## src/rtl/algorithm_reduce_if.sv

```systemverilog
// Handshake bundle for algorithm_reduce: start request, element stream and result.
// The master side drives start/stream/result-accept; the slave side is the reducer.
interface algorithm_reduce_if #(
    parameter int N     = 8,
    parameter int ACC_W = 16,
    parameter int CNT_W = 16
);
    logic             in_valid;
    logic             in_ready;
    logic [2:0]       mode;
    logic [N-1:0]     sIn;
    logic             sIn_valid;
    logic             sIn_end;
    logic             sIn_ready;
    logic             out_valid;
    logic             out_ready;
    logic [ACC_W-1:0] sum;
    logic [CNT_W-1:0] count;
    logic             ovf;

    modport master (
        output in_valid, mode, sIn, sIn_valid, sIn_end, out_ready,
        input  in_ready, sIn_ready, out_valid, sum, count, ovf
    );

    modport slave (
        input  in_valid, mode, sIn, sIn_valid, sIn_end, out_ready,
        output in_ready, sIn_ready, out_valid, sum, count, ovf
    );
endinterface

```

## src/rtl/algorithm_reduce.sv

```systemverilog
// Stream reduction unit: folds signed N-bit elements into an ACC_W-bit result with a
// run-time selected operator, counts data beats and flags signed overflow/saturation.
module algorithm_reduce #(
    parameter int N     = 8,
    parameter int ACC_W = 16,
    parameter int CNT_W = 16
) (
    input  logic                 clk,
    input  logic                 rst,
    algorithm_reduce_if.slave    bus,
    output logic [1:0]           state_o
);
    // All handshakes are valid/ready: a transfer happens on a rising edge where both are
    // high. Start (in_valid/in_ready) is taken only in IDLE, stream beats only in RUN and
    // the result (out_valid/out_ready) only in DONE; valids seen in other states are dropped.
    typedef enum logic [1:0] {
        S_IDLE = 2'd0,
        S_RUN  = 2'd1,
        S_DONE = 2'd2
    } state_t;

    localparam logic [2:0] M_WRAP  = 3'd0;
    localparam logic [2:0] M_SAT   = 3'd1;
    localparam logic [2:0] M_MIN   = 3'd2;
    localparam logic [2:0] M_MAX   = 3'd3;
    localparam logic [2:0] M_AND   = 3'd4;
    localparam logic [2:0] M_OR    = 3'd5;
    localparam logic [2:0] M_XOR   = 3'd6;
    localparam logic [2:0] M_COUNT = 3'd7;

    localparam logic signed [ACC_W-1:0] ACC_MAX = {1'b0, {(ACC_W-1){1'b1}}};
    localparam logic signed [ACC_W-1:0] ACC_MIN = {1'b1, {(ACC_W-1){1'b0}}};

    state_t                  state_q, state_d;
    logic signed [ACC_W-1:0] acc_q, acc_d;
    logic [CNT_W-1:0]        count_q, count_d;
    logic                    ovf_q, ovf_d;
    logic [2:0]              mode_q, mode_d;

    logic signed [ACC_W-1:0] x_ext;
    logic signed [ACC_W-1:0] add_res;
    logic                    add_ovf;

    assign x_ext   = ACC_W'(signed'(bus.sIn));
    assign add_res = acc_q + x_ext;
    // Signed overflow: operands share a sign and the sum's sign differs from it.
    assign add_ovf = (acc_q[ACC_W-1] == x_ext[ACC_W-1]) && (add_res[ACC_W-1] != acc_q[ACC_W-1]);

    always_ff @(posedge clk or posedge rst) begin
        if (rst) begin
            state_q <= S_IDLE;
            acc_q   <= '0;
            count_q <= '0;
            ovf_q   <= 1'b0;
            mode_q  <= M_WRAP;
        end else begin
            state_q <= state_d;
            acc_q   <= acc_d;
            count_q <= count_d;
            ovf_q   <= ovf_d;
            mode_q  <= mode_d;
        end
    end

    always_comb begin
        state_d = state_q;
        acc_d   = acc_q;
        count_d = count_q;
        ovf_d   = ovf_q;
        mode_d  = mode_q;
        case (state_q)
            S_IDLE: begin
                if (bus.in_valid) begin
                    mode_d  = bus.mode;
                    count_d = '0;
                    ovf_d   = 1'b0;
                    state_d = S_RUN;
                    case (bus.mode)
                        M_MIN:   acc_d = ACC_MAX;
                        M_MAX:   acc_d = ACC_MIN;
                        M_AND:   acc_d = '1;
                        default: acc_d = '0;
                    endcase
                end
            end
            S_RUN: begin
                if (bus.sIn_valid) begin
                    if (bus.sIn_end) begin
                        state_d = S_DONE;
                    end else begin
                        if (count_q != '1) begin
                            count_d = count_q + CNT_W'(1);
                        end
                        case (mode_q)
                            M_WRAP: begin
                                acc_d = add_res;
                                if (add_ovf) ovf_d = 1'b1;
                            end
                            M_SAT: begin
                                if (add_ovf) begin
                                    acc_d = acc_q[ACC_W-1] ? ACC_MIN : ACC_MAX;
                                    ovf_d = 1'b1;
                                end else begin
                                    acc_d = add_res;
                                end
                            end
                            M_MIN:   if (x_ext < acc_q) acc_d = x_ext;
                            M_MAX:   if (x_ext > acc_q) acc_d = x_ext;
                            M_AND:   acc_d = acc_q & x_ext;
                            M_OR:    acc_d = acc_q | x_ext;
                            M_XOR:   acc_d = acc_q ^ x_ext;
                            default: acc_d = acc_q;
                        endcase
                    end
                end
            end
            S_DONE: begin
                if (bus.out_ready) state_d = S_IDLE;
            end
            default: state_d = S_IDLE;
        endcase
    end

    // Count mode reports the beat counter instead of the (untouched) accumulator.
    assign bus.sum       = (mode_q == M_COUNT) ? ACC_W'(count_q) : acc_q;
    assign bus.count     = count_q;
    assign bus.ovf       = ovf_q;
    assign bus.in_ready  = (state_q == S_IDLE);
    assign bus.sIn_ready = (state_q == S_RUN);
    assign bus.out_valid = (state_q == S_DONE);
    assign state_o       = state_q;
endmodule

```

## src/flat_wrapper.sv

```systemverilog
// flat-port wrapper written by rule: the top's interface ports become plain ports
module algorithm_reduce_flat 
#(
    parameter int N     = 8,
    parameter int ACC_W = 16,
    parameter int CNT_W = 16
)
  (clk, rst, state_o, bus_in_valid, bus_mode, bus_sIn, bus_sIn_valid, bus_sIn_end, bus_out_ready, bus_in_ready, bus_sIn_ready, bus_out_valid, bus_sum, bus_count, bus_ovf);
  algorithm_reduce_if #(.N(N), .ACC_W(ACC_W), .CNT_W(CNT_W)) bus_i ();
  input  logic clk;
  input  logic rst;
  output logic [1:0] state_o;
  input wire logic [$bits(bus_i.in_valid)-1:0] bus_in_valid;
  input wire logic [$bits(bus_i.mode)-1:0] bus_mode;
  input wire logic [$bits(bus_i.sIn)-1:0] bus_sIn;
  input wire logic [$bits(bus_i.sIn_valid)-1:0] bus_sIn_valid;
  input wire logic [$bits(bus_i.sIn_end)-1:0] bus_sIn_end;
  input wire logic [$bits(bus_i.out_ready)-1:0] bus_out_ready;
  output wire logic [$bits(bus_i.in_ready)-1:0] bus_in_ready;
  output wire logic [$bits(bus_i.sIn_ready)-1:0] bus_sIn_ready;
  output wire logic [$bits(bus_i.out_valid)-1:0] bus_out_valid;
  output wire logic [$bits(bus_i.sum)-1:0] bus_sum;
  output wire logic [$bits(bus_i.count)-1:0] bus_count;
  output wire logic [$bits(bus_i.ovf)-1:0] bus_ovf;
  assign bus_i.in_valid = bus_in_valid;
  assign bus_i.mode = bus_mode;
  assign bus_i.sIn = bus_sIn;
  assign bus_i.sIn_valid = bus_sIn_valid;
  assign bus_i.sIn_end = bus_sIn_end;
  assign bus_i.out_ready = bus_out_ready;
  assign bus_in_ready = bus_i.in_ready;
  assign bus_sIn_ready = bus_i.sIn_ready;
  assign bus_out_valid = bus_i.out_valid;
  assign bus_sum = bus_i.sum;
  assign bus_count = bus_i.count;
  assign bus_ovf = bus_i.ovf;
  algorithm_reduce #(.N(N), .ACC_W(ACC_W), .CNT_W(CNT_W)) u_core (.clk(clk), .rst(rst), .bus(bus_i), .state_o(state_o));
endmodule
```

## config.mk

```make
export PLATFORM = sky130hd
export DESIGN_NAME = algorithm_reduce_flat
export DESIGN_NICKNAME = d
export VERILOG_FILES = /design/src/rtl/algorithm_reduce_if.sv /design/src/rtl/algorithm_reduce.sv /design/src/flat_wrapper.sv
export SDC_FILE = /design/constraint.sdc
export NUM_CORES = 1
export LEC_CHECK = 0
export CAP_MARGIN = 20
export CORE_MARGIN = 5
export CORE_UTILIZATION = 50
export DETAILED_ROUTE_END_ITERATION = 10
export PLACE_DENSITY_LB_ADDON = 0.05
export SYNTH_ARGS = -nofsm -noshare
export SYNTH_HDL_FRONTEND = slang
export SYNTH_SLANG_ARGS = --single-unit
```

## constraint.sdc

```tcl
create_clock -name clk -period 5.9 [get_ports clk]
set_clock_uncertainty 0.15 [all_clocks]
set_input_delay 1.18 -clock clk [delete_from_list [all_inputs] [get_ports clk]]
set_output_delay 1.18 -clock clk [all_outputs]
set_load 0.005 [all_outputs]
```

==> results by group, run 1 <==
Timing
  • Slew headroom: a little under half
  • Tcrit/Tclk final: 75.4%
  • RSZ-0062 raised after global routing: false
  • Max Clk Rate: around 220 MHz
  • Measured slew at the worst slew-check pin: about 0.82 ns
  • Setup-failing EPs final: 0
  • Post-Route Setup TNS: 0 ns
  • Pins Over Slew Limit: 0
  • Final min period: 4.45 ns
  • Final hold vios: 0

Finish
  • P&R area growth vs syn: 16.9%
  • Diode count: 0
  • Final Net Count: ~600
  • Most common cell after layout, fill and taps aside: clkdlybuf4s50_1
  • Leading cell types in the layout, fill and taps excluded: clkdlybuf4s50_1, a21oi_1, ha_1
  • Layout cells sized above 1: a little under an eighth

Drt
  • 1st-pass router iterations: 4
  • DRC: 0
  • Wirelength per Cell: 17.7 um
  • Vias: 3752
  • WL final: approximately 12 mm
  • Number of DRC markers in iteration 0: 204
  • ANT nets after route: 0
  • Vias/cell: between 5 and 6

Setup path
  • Reg2Reg Setup Slack: roughly 2.4 ns
  • CP max FO: 18
  • RR Startpoint: u_core.acc_q[15]
  • Worst R2R End: u_core.acc_q[9]
  • Setup crit end kind: flop
  • FF-to-FF path depth: 10
  • Setup CP Type: input pin to flop
  • Worst EP arrival: about 4.5 ns
  • Worst EP required: between 5 and 6 ns
  • CP Launch Type: input pin

Floorplan
  • Die area: 0.0103 sq mm
  • Total core area: 0.00822 sq mm
  • IO Pins: 55
  • Starting Density: 51.1%
  • Die Width: ~100 um
  • Die height: about 100 um
  • # rows: 33

Logic synthesis
  • Post-Syn Nets: around 580
  • Number of synthesized flops with an enable pin: 0
  • Synth area leaders: dfrtp_1, ha_1, a21oi_1
  • Top_reg_cell synth: dfrtp_1
  • Syn_area_per_cell: ~8.2 sq um
  • Syn Inst Count: around 510
  • Area leader, netlist: dfrtp_1
  • Syn Std Cell Area: around 0.0042 sq mm
  • Yosys warnings: 0
  • Post-synthesis register bit count: 38
  • Share of the synthesized area in the top cell type: roughly 23%
  • FFs w/ async S/R, synth: 100%
  • Seq/Total Area, Yosys: a little under a quarter
  • Synth unique cells: 64

Clock network
  • Clk buf depth: 2
  • Worst skew pair latency: ~0.29 ns
  • CTS root buffer: clkbuf_8
  • Post-CTS Hold Fix Bufs: 0
  • Clock Sinks: 38
  • CTS buffer count: 5
  • # resized after CTS: 0
  • TritonCTS clock tree: built
  • Post-CTS Setup Bufs: 0
  • H-tree levels: 2
  • Clock transition at path regs: roughly 0.080 ns

Power
  • P_leak: between 0.002 and 0.0025 uW
  • Peak supply drop: approximately 0.34 mV
  • Power density over the cells: roughly 580 mW/mm^2
  • Total power: around 2800 uW

Global route
  • Initial antenna violation count: 0
  • Pin count of the biggest net entering global routing: 39
  • GRT Resource Usage Total: between 20% and 30%
  • Grt total ovfl: 0
  • Number of global-route vias before repair: 3688
  • Global-route wire length before repair: around 19 mm

Run status
  • Status: completed

Worst hold path
  • Worst Min Path Start: u_core.state_o[1]
  • Hold Path Depth: 1
  • Worst Hold End: u_core.state_o[0]
  • Worst hold path type: flop to flop

Placed design
  • Post-DP HPWL: 8.89 mm
  • GP Congestion: roughly 0.92
  • Input/output buffers: 54

Run
  • Max-Cap Viols: 0
-- where the power goes --
group / internal (uW) / switching, uW
clock network: 180 / 93.2
registers: 349 / 144
logic: 873 / 1190
total: 1400 / 1430
-- cells by family (layout without fill, tap and decap cells) --
family | count (synthesis) | after routing | share of synthesized area, %
AO/OA/AOI/OAI | 167 | 167 | 27.8
multiplexers | 26 | 26 | 6.88
buffers and inverters | 71 | 111 | 7.20
flip-flops | 38 | 38 | 22.6
AND/OR/NAND/NOR | 133 | 133 | 15.0
XOR/XNOR | 26 | 26 | 5.42
adder cells (fa/ha/maj) | 50 | 50 | 15.1
-- how the worst max path moves through the flow --
stage | startpoint | end | depth (start not counted)
6_report | bus_sIn[7] | u_core.acc_q[9] | 11
5_1_grt | bus_sIn[7] | u_core.acc_q[9] | 11
4_1_cts | bus_sIn[7] | u_core.acc_q[9] | 11
3_5_place_dp | bus_sIn[7] | u_core.acc_q[9] | 11
3_3_place_gp | bus_sIn[7] | u_core.acc_q[14] | 11
2_1_floorplan | bus_sIn[7] | u_core.acc_q[6] | 12
-- cell type report --
class	instances	area [sq um]
clock buffers	6	82.6
clock inverters	2	60.1
inverters	45	169
flip-flops and latches	38	951
multi-input cells	402	2950
well taps	105	131
repair buffers	58	571
fillers	776	3300
-- per-stage QoR --
stage                     setup slack (ns)  instance area [sq um]  hold WS, ns  util [%]  instances
after global routing                  1.17                   4910        0.432      59.8        656
after detailed placement              1.12                   4770        0.374      58.1        648
after global placement                1.24                   4770        0.373      58.1        648
after CTS                             1.41                   4910        0.399      59.8        656
final                                 1.45                   4910        0.403      59.8        656
after floorplan                       2.36                   4200        0.336         -        511
-- flip-flops by register name, indices dropped and copies added, names as in the netlist --
signal,count
u_core.acc_q,16
u_core.bus.count,16
u_core.mode_q,3
u_core.bus.ovf,1
u_core.state_o,2
-- cells in the mapped netlist, types with 8 or more instances --
library cell	n
inv_1	42
o22ai_1	10
a21oi_1	52
xor2_1	11
nor2_1	48
ha_1	49
clkbuf_1	14
a21o_1	8
a21oi_2	12
xnor2_1	15
dfrtp_1	38
buf_2	8
mux2_2	19
nand2_1	38
o21ai_0	30
-- worst max-delay path, stage by stage --
cell,delay (ns)
clkdlybuf4s50_1,0.48
inv_1,0.19
ha_1,0.51
nor4_2,0.40
nand4_1,0.16
a21oi_1,0.17
nor4_2,0.07
xnor2_1,0.18
o21ai_4,0.42
o31a_1,0.57
a21oi_2,0.10
-- layer usage --
metal / track usage [%] / vias up / part of all wire [%]
met5: 0 / - / 0
met4: 5.52 / 0 / 1.2
met3: 2.27 / 13 / 4.3
met2: 36.4 / 83 / 46
met1: 34.1 / 1781 / 49
li1: - / 1875 / -
Power figures use the tool's default switching activity.
==> run 2, diff against run 1 <==
==> constraint.sdc (replaced) <==
create_clock -name clk -period 3.8 [get_ports clk]
set_clock_uncertainty 0.15 [all_clocks]
set_input_delay 0.76 -clock clk [delete_from_list [all_inputs] [get_ports clk]]
set_output_delay 0.76 -clock clk [all_outputs]
set_load 0.005 [all_outputs]
==> run 2 against run 1 <==
Against the previous run: sequential share of layout area decreased by 0.41 points; critical path depth unchanged; largest power group unchanged; sequential power increased by 48%; power increased by 56%; die area unchanged; first-iteration DRC count decreased by 34%; final area increased by 2.2%.
==> results by group, run 2 (synthesis results as in run 1) <==
Timing
  • Final min period: about 3.6 ns
  • RSZ-0062 raised after global routing: false
  • Final hold vios: 0 (unchanged)
  • Setup-failing EPs final: 0 (unchanged)
  • Pins Over Slew Limit: 0 (unchanged)
  • Tcrit/Tclk final: a little over nine tenths
  • Final WS setup: 0.219 ns (-1.23 ns)
  • Measured slew at the worst slew-check pin: 0.588 ns (-0.230 ns)
  • Max Clk Rate: roughly 280 MHz
  • Slew headroom: 60.6% (+15 points)

Setup path
  • Setup crit end kind: flop
  • Reg2Reg Setup Slack: 0.77 ns (-1.65 ns)
  • Critical-path cell list: clkdlybuf4s50_1 > inv_1 > ha_1 > nor4_2 > a21boi_0 > nor4_2 > xnor2_1 > o21ai_4 > o31a_1 > buf_4 > a21oi_2
  • Worst EP arrival: 3.61 ns (-0.84 ns)
  • Top delay family on crit path: buffers and inverters
  • Most used cell, CP: nor4_2
  • Critical Path Slowest Stage Cell: nor4_2
  • RR Startpoint: u_core.acc_q[0]
  • FF-to-FF path depth: 10 (unchanged)
  • Worst EP required: 3.83 ns (-2.07 ns)
  • Worst R2R End: u_core.acc_q[10]
  • CP max FO: 10 (-8)
  • CP Buf/Inv Count: 3 (+1)
  • Max stage delay on crit path: 0.43 ns (-0.14 ns)
  • CP Launch Type: input pin
  • Setup CP Type: input pin to flop

Global route
  • Number of global-route vias before repair: 3836 (+4.0%)
  • GRT Resource Usage Total: 23.3% (+0.20 points)
  • Initial antenna violation count: 0 (unchanged)
  • Grt total ovfl: 0 (unchanged)
  • Pin count of the biggest net entering global routing: 39 (unchanged)
  • Global-route wire length before repair: 19.4 mm (+1.9%)

Clock network
  • Clock transition at path regs: 0.08 ns (about the same)
  • Clk buf depth: 2 (unchanged)
  • CTS root buffer: clkbuf_8
  • Post-CTS Hold Fix Bufs: 0 (unchanged)
  • Worst skew pair latency: 0.29 ns (about the same)
  • # resized after CTS: 0 (unchanged)
  • Post-CTS Setup Bufs: 0 (unchanged)
  • TritonCTS clock tree: built
  • Clock Sinks: 38 (unchanged)
  • CTS buffer count: 5 (unchanged)
  • H-tree levels: 2 (unchanged)

Power
  • Power density over the cells: 881 mW/mm^2 (+53%)
  • Total power: 4420 uW (+56%)
  • P_leak: 0.00218 uW (+3.6%)
  • Peak supply drop: 0.370 mV (+9.3%)

Floorplan
  • Die Width: 102 um (unchanged)
  • # rows: 33 (unchanged)
  • Total core area: 0.00822 sq mm (unchanged)
  • Die height: 102 um (unchanged)
  • Die area: 0.0103 sq mm (unchanged)
  • IO Pins: 55 (unchanged)
  • Starting Density: 51.1% (unchanged)

Finish
  • Diode count: 0 (unchanged)
  • Area of the multi-input gates: 0.00295 sq mm (unchanged)
  • FF/Latch Area: 951 sq um (unchanged)
  • Fillers: 736 (-5.2%)
  • P&R area growth vs syn: 19.4%
  • Leading cell types in the layout, fill and taps excluded: clkdlybuf4s50_1, a21oi_1, ha_1
  • Final Net Count: 638 (+3.4%)
  • Most common cell after layout, fill and taps aside: clkdlybuf4s50_1
  • Layout cells sized above 1: 14.7% (+3.1 points)
  • Util after Layout: 61.1% (+1.3 points)

Placed design
  • GP Congestion: 0.920 (-0.43%)
  • Post-DP HPWL: 9.11 mm (+2.5%)
  • Pre-CTS WS: -0.125 ns (-1.25 ns)
  • Input/output buffers: 54 (unchanged)

Drt
  • DRC: 0 (unchanged)
  • Wirelength per Cell: 17.4 um (-1.5%)
  • Vias: 3851 (+2.6%)
  • 1st-pass router iterations: 5 (+1)
  • ANT nets after route: 0 (unchanged)
  • WL final: 11.8 mm (+1.6%)
  • Number of DRC markers in iteration 0: 135 (-34%)
  • Vias/cell: 5.69 (-0.55%)

Worst hold path
  • Worst Min Path Start: u_core.state_o[1]
  • Hold Path Depth: 1 (unchanged)
  • Worst hold path type: flop to flop
  • Worst Hold End: u_core.state_o[0]

Run status
  • Status: completed

Run
  • Max-Cap Viols: 0 (unchanged)
## run 2: power by group
part,internal [uW],total (uW),switching (uW),leakage [uW]
sequential,543,729,186,0.000485
clock,147,287,140,0.0000482
combinational,1500,3410,1910,0.00165
## run 2: how the worst max path moves through the flow
| stage | startpoint | slack, ns | end | cells past startpoint |
|---|---|---|---|---|
| after detailed placement | bus_sIn[7] | -0.12 | u_core.acc_q[7] | 11 |
| after CTS | bus_sIn[7] | 0.18 | u_core.acc_q[7] | 11 |
| after global placement | bus_sIn[7] | -0.07 | u_core.acc_q[1] | 10 |
| after floorplan | bus_sIn[7] | 0.68 | u_core.acc_q[7] | 12 |
| final | bus_sIn[7] | 0.22 | u_core.acc_q[7] | 11 |
| after global routing | bus_sIn[7] | 0.02 | u_core.acc_q[2] | 12 |
## run 2: through the flow
stage                     cell area, sq um  hold WS [ns]  TNS [ns]  instances
after global routing                  5020         0.422         0        677
after CTS                             5020         0.395         0        677
after detailed placement              4930         0.383     -1.66        669
final                                 5020         0.387         0        677
after global placement                4930         0.372    -0.965        669
after floorplan                       4200         0.336         0        511
## run 2: layout make-up
class	count	area share, %
clock inverters	1	0.0997
inverters	45	3.36
flip-flops and latches	38	18.9
repair buffers	79	14.5
well taps	105	2.62
multi-input cells	402	58.7
clock buffers	7	1.72
## run 2: per-layer routing
layer	wire length [um]	vias to the layer above	track usage, %
met1	5750	1829	34.2
met4	87	0	3.78
met5	0	-	0
li1	-	1915	-
met2	5450	100	38.4
met3	481	7	1.65
